===== config.mk =====
export PLATFORM = sky130hd
export DESIGN_NAME = ysyx_22041211_ifu
export DESIGN_NICKNAME = d
export VERILOG_FILES = /design/src/rtl/ysyx_22041211_ifu_pkg.sv /design/src/rtl/ysyx_22041211_ifu.sv
export SDC_FILE = /design/constraint.sdc
export NUM_CORES = 1
export LEC_CHECK = 0
export ABC_AREA = 1
export CAP_MARGIN = 20
export CORE_ASPECT_RATIO = 1.25
export CORE_MARGIN = 8
export CORE_UTILIZATION = 44
export DETAILED_ROUTE_END_ITERATION = 10
export PLACE_DENSITY = 0.77
export SYNTH_ARGS = -nofsm -noshare
export SYNTH_HDL_FRONTEND = slang
export SYNTH_SLANG_ARGS = --single-unit

===== constraint.sdc =====
create_clock -name clk -period 1.5 [get_ports clk]
set_input_delay 0.3 -clock clk [delete_from_list [all_inputs] [get_ports clk]]
set_output_delay 0.3 -clock clk [all_outputs]
set_load 0.05 [all_outputs]

===== src/rtl/ysyx_22041211_ifu_pkg.sv =====
// Shared constants for the instruction fetch unit: FSM encodings, AXI response codes, reset PC.
package ysyx_22041211_ifu_pkg;

    localparam logic [1:0] IFU_IDLE = 2'd0;
    localparam logic [1:0] IFU_REQ  = 2'd1;
    localparam logic [1:0] IFU_RESP = 2'd2;
    localparam logic [1:0] IFU_OUT  = 2'd3;

    localparam logic [1:0]  AXI_RESP_OKAY = 2'b00;
    localparam logic [31:0] IFU_RESET_PC  = 32'h8000_0000;

    function automatic logic pc_misaligned(input logic [1:0] pc_lsb);
        return pc_lsb != 2'b00;
    endfunction

endpackage


===== src/rtl/ysyx_22041211_ifu.sv =====
// Instruction fetch unit: owns the PC, fetches one instruction per AXI4-Lite read and hands
// {pc, inst, fault} to the decoder over a valid/ready handshake; accepts execute-stage redirects.
module ysyx_22041211_ifu
    import ysyx_22041211_ifu_pkg::*;
#(
    parameter int unsigned           ADDR_LEN = 32,
    parameter int unsigned           DATA_LEN = 32,
    parameter logic [ADDR_LEN-1:0]   RESET_PC = ADDR_LEN'(IFU_RESET_PC)
) (
    input  logic                clk,
    input  logic                rst,
    input  logic                redirect_valid_i,
    input  logic [ADDR_LEN-1:0] redirect_pc_i,
    output logic [ADDR_LEN-1:0] araddr_o,
    output logic                arvalid_o,
    input  logic                arready_i,
    input  logic [DATA_LEN-1:0] rdata_i,
    input  logic [1:0]          rresp_i,
    input  logic                rvalid_i,
    output logic                rready_o,
    output logic [ADDR_LEN-1:0] pc_o,
    output logic [DATA_LEN-1:0] inst_o,
    output logic                fault_o,
    output logic                valid_o,
    input  logic                ready_i
);

    logic [1:0]          state_q, state_d;
    logic [ADDR_LEN-1:0] pc_q, pc_d;
    logic                stale_q, stale_d;
    logic                arvalid_q, arvalid_d;
    logic [ADDR_LEN-1:0] araddr_q, araddr_d;
    logic [ADDR_LEN-1:0] pc_out_q, pc_out_d;
    logic [DATA_LEN-1:0] inst_q, inst_d;
    logic                fault_q, fault_d;

    always_comb begin
        state_d   = state_q;
        pc_d      = pc_q;
        stale_d   = stale_q;
        arvalid_d = arvalid_q;
        araddr_d  = araddr_q;
        pc_out_d  = pc_out_q;
        inst_d    = inst_q;
        fault_d   = fault_q;

        case (state_q)
            IFU_IDLE: state_d = IFU_REQ;
            IFU_REQ: begin
                if (arvalid_q) begin
                    // An issued AR keeps its address; a redirect only marks its beat for discard.
                    if (arready_i) begin
                        arvalid_d = 1'b0;
                        state_d   = IFU_RESP;
                    end
                    if (redirect_valid_i) begin
                        stale_d = 1'b1;
                    end
                end else if (!redirect_valid_i) begin
                    if (pc_misaligned(pc_q[1:0])) begin
                        pc_out_d = pc_q;
                        inst_d   = '0;
                        fault_d  = 1'b1;
                        state_d  = IFU_OUT;
                    end else begin
                        arvalid_d = 1'b1;
                        araddr_d  = pc_q;
                    end
                end
            end
            IFU_RESP: begin
                if (rvalid_i) begin
                    if (stale_q || redirect_valid_i) begin
                        stale_d = 1'b0;
                        state_d = IFU_REQ;
                    end else begin
                        pc_out_d = pc_q;
                        inst_d   = rdata_i;
                        fault_d  = (rresp_i != AXI_RESP_OKAY);
                        state_d  = IFU_OUT;
                    end
                end else if (redirect_valid_i) begin
                    stale_d = 1'b1;
                end
            end
            IFU_OUT: begin
                if (redirect_valid_i || ready_i) begin
                    state_d = IFU_REQ;
                end
                if (ready_i) begin
                    pc_d = pc_q + ADDR_LEN'(4);
                end
            end
            default: state_d = IFU_IDLE;
        endcase

        if (redirect_valid_i) begin
            pc_d = redirect_pc_i;
        end
    end

    always_ff @(posedge clk or negedge rst) begin
        if (!rst) begin
            state_q   <= IFU_IDLE;
            pc_q      <= RESET_PC;
            stale_q   <= 1'b0;
            arvalid_q <= 1'b0;
            araddr_q  <= RESET_PC;
            pc_out_q  <= RESET_PC;
            inst_q    <= '0;
            fault_q   <= 1'b0;
        end else begin
            state_q   <= state_d;
            pc_q      <= pc_d;
            stale_q   <= stale_d;
            arvalid_q <= arvalid_d;
            araddr_q  <= araddr_d;
            pc_out_q  <= pc_out_d;
            inst_q    <= inst_d;
            fault_q   <= fault_d;
        end
    end

    assign araddr_o  = araddr_q;
    assign arvalid_o = arvalid_q;
    assign rready_o  = (state_q == IFU_RESP);
    assign valid_o   = (state_q == IFU_OUT);
    assign pc_o      = pc_out_q;
    assign inst_o    = inst_q;
    assign fault_o   = fault_q;

endmodule


Yosys cells after proc, flatten, opt, wreduce, memory -nomap -nowiden. Cells that the tools add are included.

Mux-type cells: 38. Add/sub/neg operators: 1. Equal/unequal tests: 14. Bitwise gates (word level): 3. Reductions and logical operators: 13.

Operator list (count): 2-to-1 mux 32 bit (13); case mux 32 bit (2 select lines) (2); adder 32 x 3 -> 32 bit (second input constant) (1); 2-to-1 mux 2 bit (7); 2-to-1 mux 1 bit (13); != test 2 bit (second input constant) (6); nonzero test 2 bit (5); != test 3 bit (second input constant) (3); case mux 2 bit (4 select lines) (1); AND reduction 6 bit (1); AND reduction 5 bit (1); == test 2 bit (second input constant) (2); case mux 1 bit (2 select lines) (2); AND reduction 4 bit (1); != test 3 x 2 -> 1 bit (second input constant) (1); NOT 1 bit (3); AND reduction 3 bit (1); == test 2 x 1 -> 1 bit (second input constant) (1); zero test 2 bit (1); logical OR 1 bit (2); != test 2 x 1 -> 1 bit (second input constant) (1); AND reduction 2 bit (1).

Logic and storage cells: 77. Flip-flop bits (word level): 133. Bits of input ports: 72. Output and inout port bits: 100.

Longest topological paths before layout. Gate-level depths: netlist (run 1).

Word-level depth: 5. Depth in mapped cells: 11. Gate-level depth less buffers: 10.

Worst setup path after synthesis (run 1). OpenSTA, ideal clock, no wires.

Kind: reg-to-reg. Start point: register state_q[0]. End point: register inst_q[10] (netlist: inst_o[10]). Data required time: 1.380 ns. Library setup time: 0.120 ns. Arrival time: 1.819 ns. Path slack: -0.439 ns. Clock period less this slack: 1.939 ns. Buffers on the path: 3. Cell stages (with the launch flop): 11. Path through: dfrtp_1 inv_1 ha_1 buf_6 inv_2 nor2_1 nor2_2 o211ai_4 buf_8 buf_6 o21ai_2.

Cells in the longest elaborated chain, start to end: 3. Elaborated cells on any way between the ends: 10. Those cells by class: eq/ne: 7; mux: 1; reduce/logical: 2.

RTL lines: from (decl) (line ysyx_22041211_ifu.sv:28) `logic [1:0] state_q, state_d;`; from (signal assigned) (line ysyx_22041211_ifu.sv:113) `state_q <= state_d;`; == test 2 bit (*); via rready_o (line ysyx_22041211_ifu.sv:20) `output logic rready_o,`; != test 2 bit (no source line) or nonzero test 2 bit (tied branches); AND reduction 6 bit (no source line); to (signal assigned) (line ysyx_22041211_ifu.sv:119) `inst_q <= inst_d;`; to (decl) (line ysyx_22041211_ifu.sv:34) `logic [DATA_LEN-1:0] inst_q, inst_d;`.

Mark *: on every way through the listed nets, which the timed path passes. The rest lies on a longest branch. A chain may end at the register's enable or synchronous reset.

Final worst setup path (run 1).
Start point: register state_q[0]. End point: register pc_out_q[28] (netlist: pc_o[28]).

Cells in the longest elaborated chain, start to end: 3. Elaborated cells on any way between the ends: 10. Those cells by class: eq/ne: 7; mux: 1; reduce/logical: 2.

RTL lines: == test 2 x 1 -> 1 bit or == test 2 bit (tied branches) (line ysyx_22041211_ifu.sv:47) `case (state_q)`; != test 2 bit (no source line) or nonzero test 2 bit (tied branches); AND reduction 6 bit (no source line); to (signal assigned) (line ysyx_22041211_ifu.sv:118) `pc_out_q <= pc_out_d;`; to (decl) (line ysyx_22041211_ifu.sv:33) `logic [ADDR_LEN-1:0] pc_out_q, pc_out_d;`.

Several ways; a longest one is shown, not always the timed one.

==> results of run 1 <==
==> registers in the layout, summed over array words and instances, names as in the netlist <==
signal	cells
inst_o	32
stale_q	1
pc_o	32
arvalid_o	1
fault_o	1
pc_q	32
araddr_o	32
state_q	2
==> power groups by stage <==
stage | clock network [W] | logic, W | registers (W)
4_1_cts | 0.00472 | 0.0161 | 0.00654
3_5_place_dp | 0 | 0.0141 | 0.00655
2_1_floorplan | 0 | 0.00414 | 0.00977
3_3_place_gp | 0 | 0.0139 | 0.00649
5_1_grt | 0.00493 | 0.0181 | 0.00687
6_report | 0.00477 | 0.0175 | 0.00676
==> through the flow <==
step                worst slack, ps  utilization [%]  power (W)
floorplan                      -134                -     0.0139
global placement               -281             67.6     0.0204
detailed placement             -361             67.6     0.0207
CTS                            -196             76.3     0.0274
global route                   -359             81.2     0.0299
finish                         -332             81.2     0.0290
==> cells in the final DEF (no fill, tap or decap), types with 3 or more instances in the layout <==
master           Yosys  final
nor2_2               5     12
nand3_2              0      6
nand2_8              0      3
o22ai_1              6      3
a21oi_2              1      4
clkbuf_8             0      4
dfrtp_1            130    127
nand2_4              0     18
buf_4                0     45
o22ai_2              0      3
buf_16               0      6
inv_2                3      5
nor2_4               3      9
a21oi_1             10      6
dfstp_2              3      3
bufinv_16            0      5
nand2_2              3     36
o21ai_1             25     44
dfrtp_2              0      3
ha_4                 0      4
o21ai_2             35     64
buf_6                7     19
o21ai_4              0      3
nand3_1             38     30
a31oi_1              3      3
buf_8                6      6
inv_1               65     59
o21ai_0             70     19
clkbuf_16            0     23
buf_12               0    112
inv_4                0      3
nand2_1            279    225
nor2_1              51     38
clkdlybuf4s50_1      0     70
==> worst max-delay path by stage <==
stage | cells after the start | endpoint | slack (ps) | from
after floorplan | 7 | pc_q[12] | -130 | state_q[1]
final | 9 | pc_o[28] | -330 | state_q[0]
after global routing | 9 | pc_o[9] | -360 | state_q[0]
after detailed placement | 8 | pc_o[26] | -360 | redirect_valid_i
after global placement | 8 | pc_o[13] | -280 | redirect_valid_i
after CTS | 4 | rready_o | -200 | state_q[1]
==> metal layers <==
| metal | GRT usage, % | wire (microns) | vias to the layer above |
|---|---|---|---|
| li1 | - | - | 3018 |
| met1 | 27.0 | 9330 | 3285 |
| met2 | 43.0 | 13400 | 377 |
| met3 | 4.21 | 1870 | 104 |
| met4 | 12.0 | 1470 | 0 |
| met5 | 0 | 0 | - |
==> what timing repair did <==
item	in CTS	in global routing
gates resized for setup	79	171
setup buffers	15	12
hold endpoints to repair	28	0
pin swaps	21	47
gates cloned	9	7
endpoints found under the setup margin	128	131
hold buffers	1	0
==> layout make-up <==
type	instances	area, sq um	area share [%]
diodes	1	2.50	0.0215
well taps	178	223	1.91
repair buffers	267	3960	34.0
inverters	69	279	2.40
flip-flops and latches	133	3340	28.6
multi-input cells	545	3190	27.3
clock inverters	11	196	1.69
clock buffers	21	470	4.04
==> cells by family after synthesis <==
| group | count (synthesis) | share of synthesized area (%) |
|---|---|---|
| buffers and inverters | 106 | 8.22 |
| flip-flops | 133 | 52.0 |
| adder cells (fa/ha/maj) | 4 | 0.781 |
| AND/OR/NAND/NOR | 386 | 24.2 |
| AO/OA/AOI/OAI | 154 | 14.7 |
| XOR/XNOR | 1 | 0.137 |
==> critical path: stages (launching register included) <==
cell	delay [ps]
dfrtp_2	450
ha_4	190
inv_4	80
nor2_4	50
buf_6	110
a21oi_4	120
o211ai_4	140
buf_12	180
buf_16	160
o21ai_1	240
==> results.json, run 1 <==
{
  "required_ps": 1820,
  "synth.avg_cell_area_sq_um": 8.18,
  "fillers": 762,
  "ant_nets": 0,
  "worstSetupPathType": "register to register",
  "startpoint_type": "register",
  "ioPinCount": 172,
  "r2r_setup_slack_ps": -330,
  "drt_iter0_drc": 637,
  "worst_setup_path_end_kind": "register",
  "ys_seq_elements": 133,
  "clock_latency_ps": 420,
  "cts_buffers": 17,
  "grt_pass1_vias": 6484,
  "final_cells": 1225,
  "p_int_w": 0.0160,
  "arrival_ps": 2150,
  "pwr_density_cell_nw_per_um2": 2490,
  "drive_gt1_share_pct": 39.3,
  "first_pass_iters": 5,
  "synthTopCellsByArea": "dfrtp_1, nand2_1, o21ai_0",
  "wl_per_cell_microns": 21.3,
  "place_area_sq_um": 9700,
  "synth_ff_type": "dfrtp_1",
  "path_clk_slew_ps": 60,
  "clock_sinks": 133,
  "seq_power_share_pct": 23.3,
  "fin_crit_sh_pct": 122,
  "dpl.hpwl_mm": 14.8,
  "yosys.area.top_type": "dfrtp_1",
  "setup_viol": 129,
  "synthArstFlopShare_pct": 100,
  "gp_congestion": 0.883,
  "combPwrFrac_pct": 60.3,
  "synth_top_cell_area_share_pct": 50.8,
  "worstMarginPinSlew_ps": 566,
  "fmax_mhz": 546,
  "p_sw_share_pct": 44.8,
  "slew_headroom_pct": 61.9,
  "clock_path_buffers": 2,
  "dp.cells": 1153,
  "clock_skew_ps": 6.40,
  "seq_area_frac_synth_pct": 52.0,
  "start_util_pct": 44.7,
  "die-area_sq_um": 18700,
  "coreArea_sq_um": 14300,
  "layout.nets": 1109,
  "grt_start_max_net_pins": 35,
  "outcome": "complete, but fails checks",
  "path_max_fanout": 16,
  "drt-total-wl_mm": 26.1,
  "leakagePower_nw": 5.33,
  "setup_ws_ps": -332,
  "stdcell_area_sq_um": 11600,
  "htreeDepth": 4,
  "grt_pass1_wl_mm": 34.6,
  "r2r-start": "state_q[0]",
  "p_clk_share_pct": 16.4,
  "violations": "negative setup slack",
  "holdWs_ps": 346,
  "die_h_microns": 151,
  "antenna_found_initial": 1,
  "route.vias.total": 6784,
  "vias_per_cell": 5.54,
  "yosys-top-cells-count": "nand2_1, dfrtp_1, o21ai_0",
  "gr-total-overflow": 0,
  "root_buffer": "clkbuf_16",
  "reg2reg_depth": 9,
  "synthMostInstantiatedCell": "nand2_1",
  "syn_inst": 784,
  "hold_class": "input pin to asynchronous set/reset pin",
  "peakVddDrop_uv": 1910,
  "cts_tree": "built",
  "synth.cell_area_sq_um": 6410,
  "rsz0062_at_grt": "yes",
  "synth_cell_type_count": 32,
  "std_cell_rows": 49,
  "post-route-min-period_ps": 1830,
  "totalNegativeSetupSlack_ps": -19090,
  "drv_slew": 0,
  "numPortBuffers": 171,
  "synth_edf_count": 0,
  "reg2reg_to": "pc_o[28]",
  "report.final.hold_viol_count": 0,
  "drc": 0,
  "maxCapViolations": 0,
  "syn2layout_area_growth_pct": 81.7,
  "ys_warn_count": 0,
  "synth_fp_nets": 860,
  "grt.total_usage_pct": 24.2,
  "power.switching_w": 0.0130,
  "die_w_microns": 124
}
Note: power is estimated with default switching activity, not from simulation.
==> run 2, diff against run 1 <==
CORE_MARGIN = not set   (was 8)
==> run 2 against run 1 <==
  * The flow still finishes with violations (negative setup slack)
  * Register-to-register slack gained 60 ps
  * Clock power shrank 6.3%
  * Total power shrank 4.5%
  * Wire length shrank 10%
  * Worst hold slack lost 30 ps
  * Die area shrank 20%
  * Sequential cell count is the same
  * Critical path type unchanged
  * Largest cell class unchanged
==> results.json, run 2 (synthesis gave the netlist of run 1 again) <==
{
  "num_antenna_cells": 0,
  "worstSetupPathType": "register to register",
  "dpl.hpwl_mm": 13.7,
  "grt.total_usage_pct": 29.2,
  "dp.cells": 1147,
  "pwr_density_cell_nw_per_um2": 2480,
  "grt_pass1_vias": 6355,
  "final_cells": 1208,
  "drt_iter0_drc": 517,
  "slowest_delay_ps": 410,
  "gr-total-overflow": 0,
  "route.vias.total": 6640,
  "cp_top_family": "buffers and inverters",
  "leakagePower_nw": 5.14,
  "layout.nets": 1097,
  "final_common_cell": "nand2_1",
  "worst_setup_path_end_kind": "register",
  "worstSetupStartpoint": "state_q[1]",
  "fin_crit_sh_pct": 118,
  "place_area_sq_um": 9650,
  "maxCapViolations": 0,
  "grt_pass1_wl_mm": 32.5,
  "path_clk_slew_ps": 60,
  "endpoint": "pc_o[10]",
  "outcome": "complete, but fails checks",
  "clock_path_buffers": 2,
  "place_ws_ps": -363,
  "violations": "negative setup slack",
  "path_buf_inv": 4,
  "ioPinCount": 172,
  "cp.depth": 9,
  "drc": 0,
  "grt_start_max_net_pins": 39,
  "clock_sinks": 133,
  "drv_slew": 0,
  "mostFrequentLayoutCells": "nand2_1, dfrtp_1, buf_12, clkdlybuf4s50_1, inv_1",
  "r2r_setup_slack_ps": -280,
  "required_ps": 1800,
  "reg2reg_depth": 9,
  "antenna_found_initial": 0,
  "die_w_microns": 110,
  "setup_viol": 114,
  "drt-total-wl_mm": 23.4,
  "post-route-min-period_ps": 1780,
  "peakVddDrop_uv": 1690,
  "clock_latency_ps": 430,
  "report.final.hold_viol_count": 0,
  "fmax_mhz": 563,
  "ant_nets": 0,
  "startpoint_type": "register",
  "coreArea_sq_um": 14000,
  "start_util_pct": 45.8,
  "std_cell_rows": 48,
  "setup_ws_ps": -277,
  "vias_per_cell": 5.50,
  "die_h_microns": 137,
  "path_cells": "buf_6, ha_4, buf_6, a21oi_4, o211ai_4, buf_12, buf_12, nand2_2, o21ai_1",
  "cts_tree": "built",
  "drive_gt1_share_pct": 35.7,
  "crit_path_top_delay_cell": "dfrtp_1",
  "slew_headroom_pct": 77.5,
  "rsz0062_at_grt": "yes",
  "reg2reg_to": "pc_o[10]",
  "stdcell_area_sq_um": 11200,
  "r2r-start": "state_q[1]",
  "syn2layout_area_growth_pct": 74.5,
  "clock_skew_ps": 16.4,
  "hold_class": "input pin to asynchronous set/reset pin",
  "gp_congestion": 0.916,
  "arrival_ps": 2080,
  "die-area_sq_um": 15100,
  "first_pass_iters": 8,
  "wl_per_cell_microns": 19.4,
  "totalNegativeSetupSlack_ps": -18800,
  "numPortBuffers": 171,
  "p_total_w": 0.0277,
  "path_max_fanout": 17,
  "root_buffer": "clkbuf_16",
  "cts_buffers": 17,
  "htreeDepth": 4,
  "worstMarginPinSlew_ps": 337
}
[run 2: worst register-to-register path, stage by stage, from the launching register on]
cell and delay [ps]:
dfrtp_1 410, buf_6 150, ha_4 190, buf_6 130
a21oi_4 160, o211ai_4 110, buf_12 170, buf_12 170
nand2_2 80, o21ai_1 80
[run 2: cell type report]
type / instances / area (sq um)
clock buffer: 22 / 474
clock inverter: 9 / 150
fill: 800 / 2810
inverter: 69 / 270
multi-input combinational: 545 / 2960
sequential: 133 / 3340
tap: 175 / 219
timing repair buffer: 255 / 3780
[run 2: layer usage]
metal / global-route usage (%) / up-vias / part of all wire [%]
met5: 0 / - / 0
li1: - / 2980 / -
met4: 15.3 / 0 / 5.2
met2: 51.1 / 370 / 53
met1: 32.8 / 3189 / 35
met3: 6.52 / 101 / 7.4
[run 2: stage by stage]
| step | util (%) | hold WS, ps |
|---|---|---|
| after floorplan | - | 4.41 |
| after global placement | 68.9 | 217 |
| after detailed placement | 68.9 | 215 |
| after CTS | 76.3 | 340 |
| after global routing | 80.0 | 354 |
| final | 80.0 | 316 |
[run 2: power breakdown]
group | leakage (nW) | total, W | switching (W) | internal [W]
Combinational | 3.18 | 0.0166 | 0.00896 | 0.00761
Sequential | 1.66 | 0.00669 | 0.00170 | 0.00499
Clock | 0.302 | 0.00447 | 0.00158 | 0.00289
[run 2: repair_timing]
| item | CTS | global route |
|---|---|---|
| hold endpoints to repair | 27 | 0 |
| gates resized for setup | 67 | 89 |
| gates cloned | 7 | 8 |
| pin swaps | 11 | 18 |
| endpoints found under the setup margin | 124 | 130 |
| buffers inserted | 6 | 10 |
| hold buffers | 1 | 0 |
[run 2: how the worst min path moves through the flow]
stage                         endpoint  cells past startpoint  startpoint
after floorplan            araddr_o[0]                      0         rst
after global placement    araddr_o[13]                      1         rst
after detailed placement   araddr_o[8]                      1         rst
after CTS                  araddr_o[8]                      2         rst
after global routing      araddr_o[13]                      2         rst
final                      araddr_o[8]                      2         rst
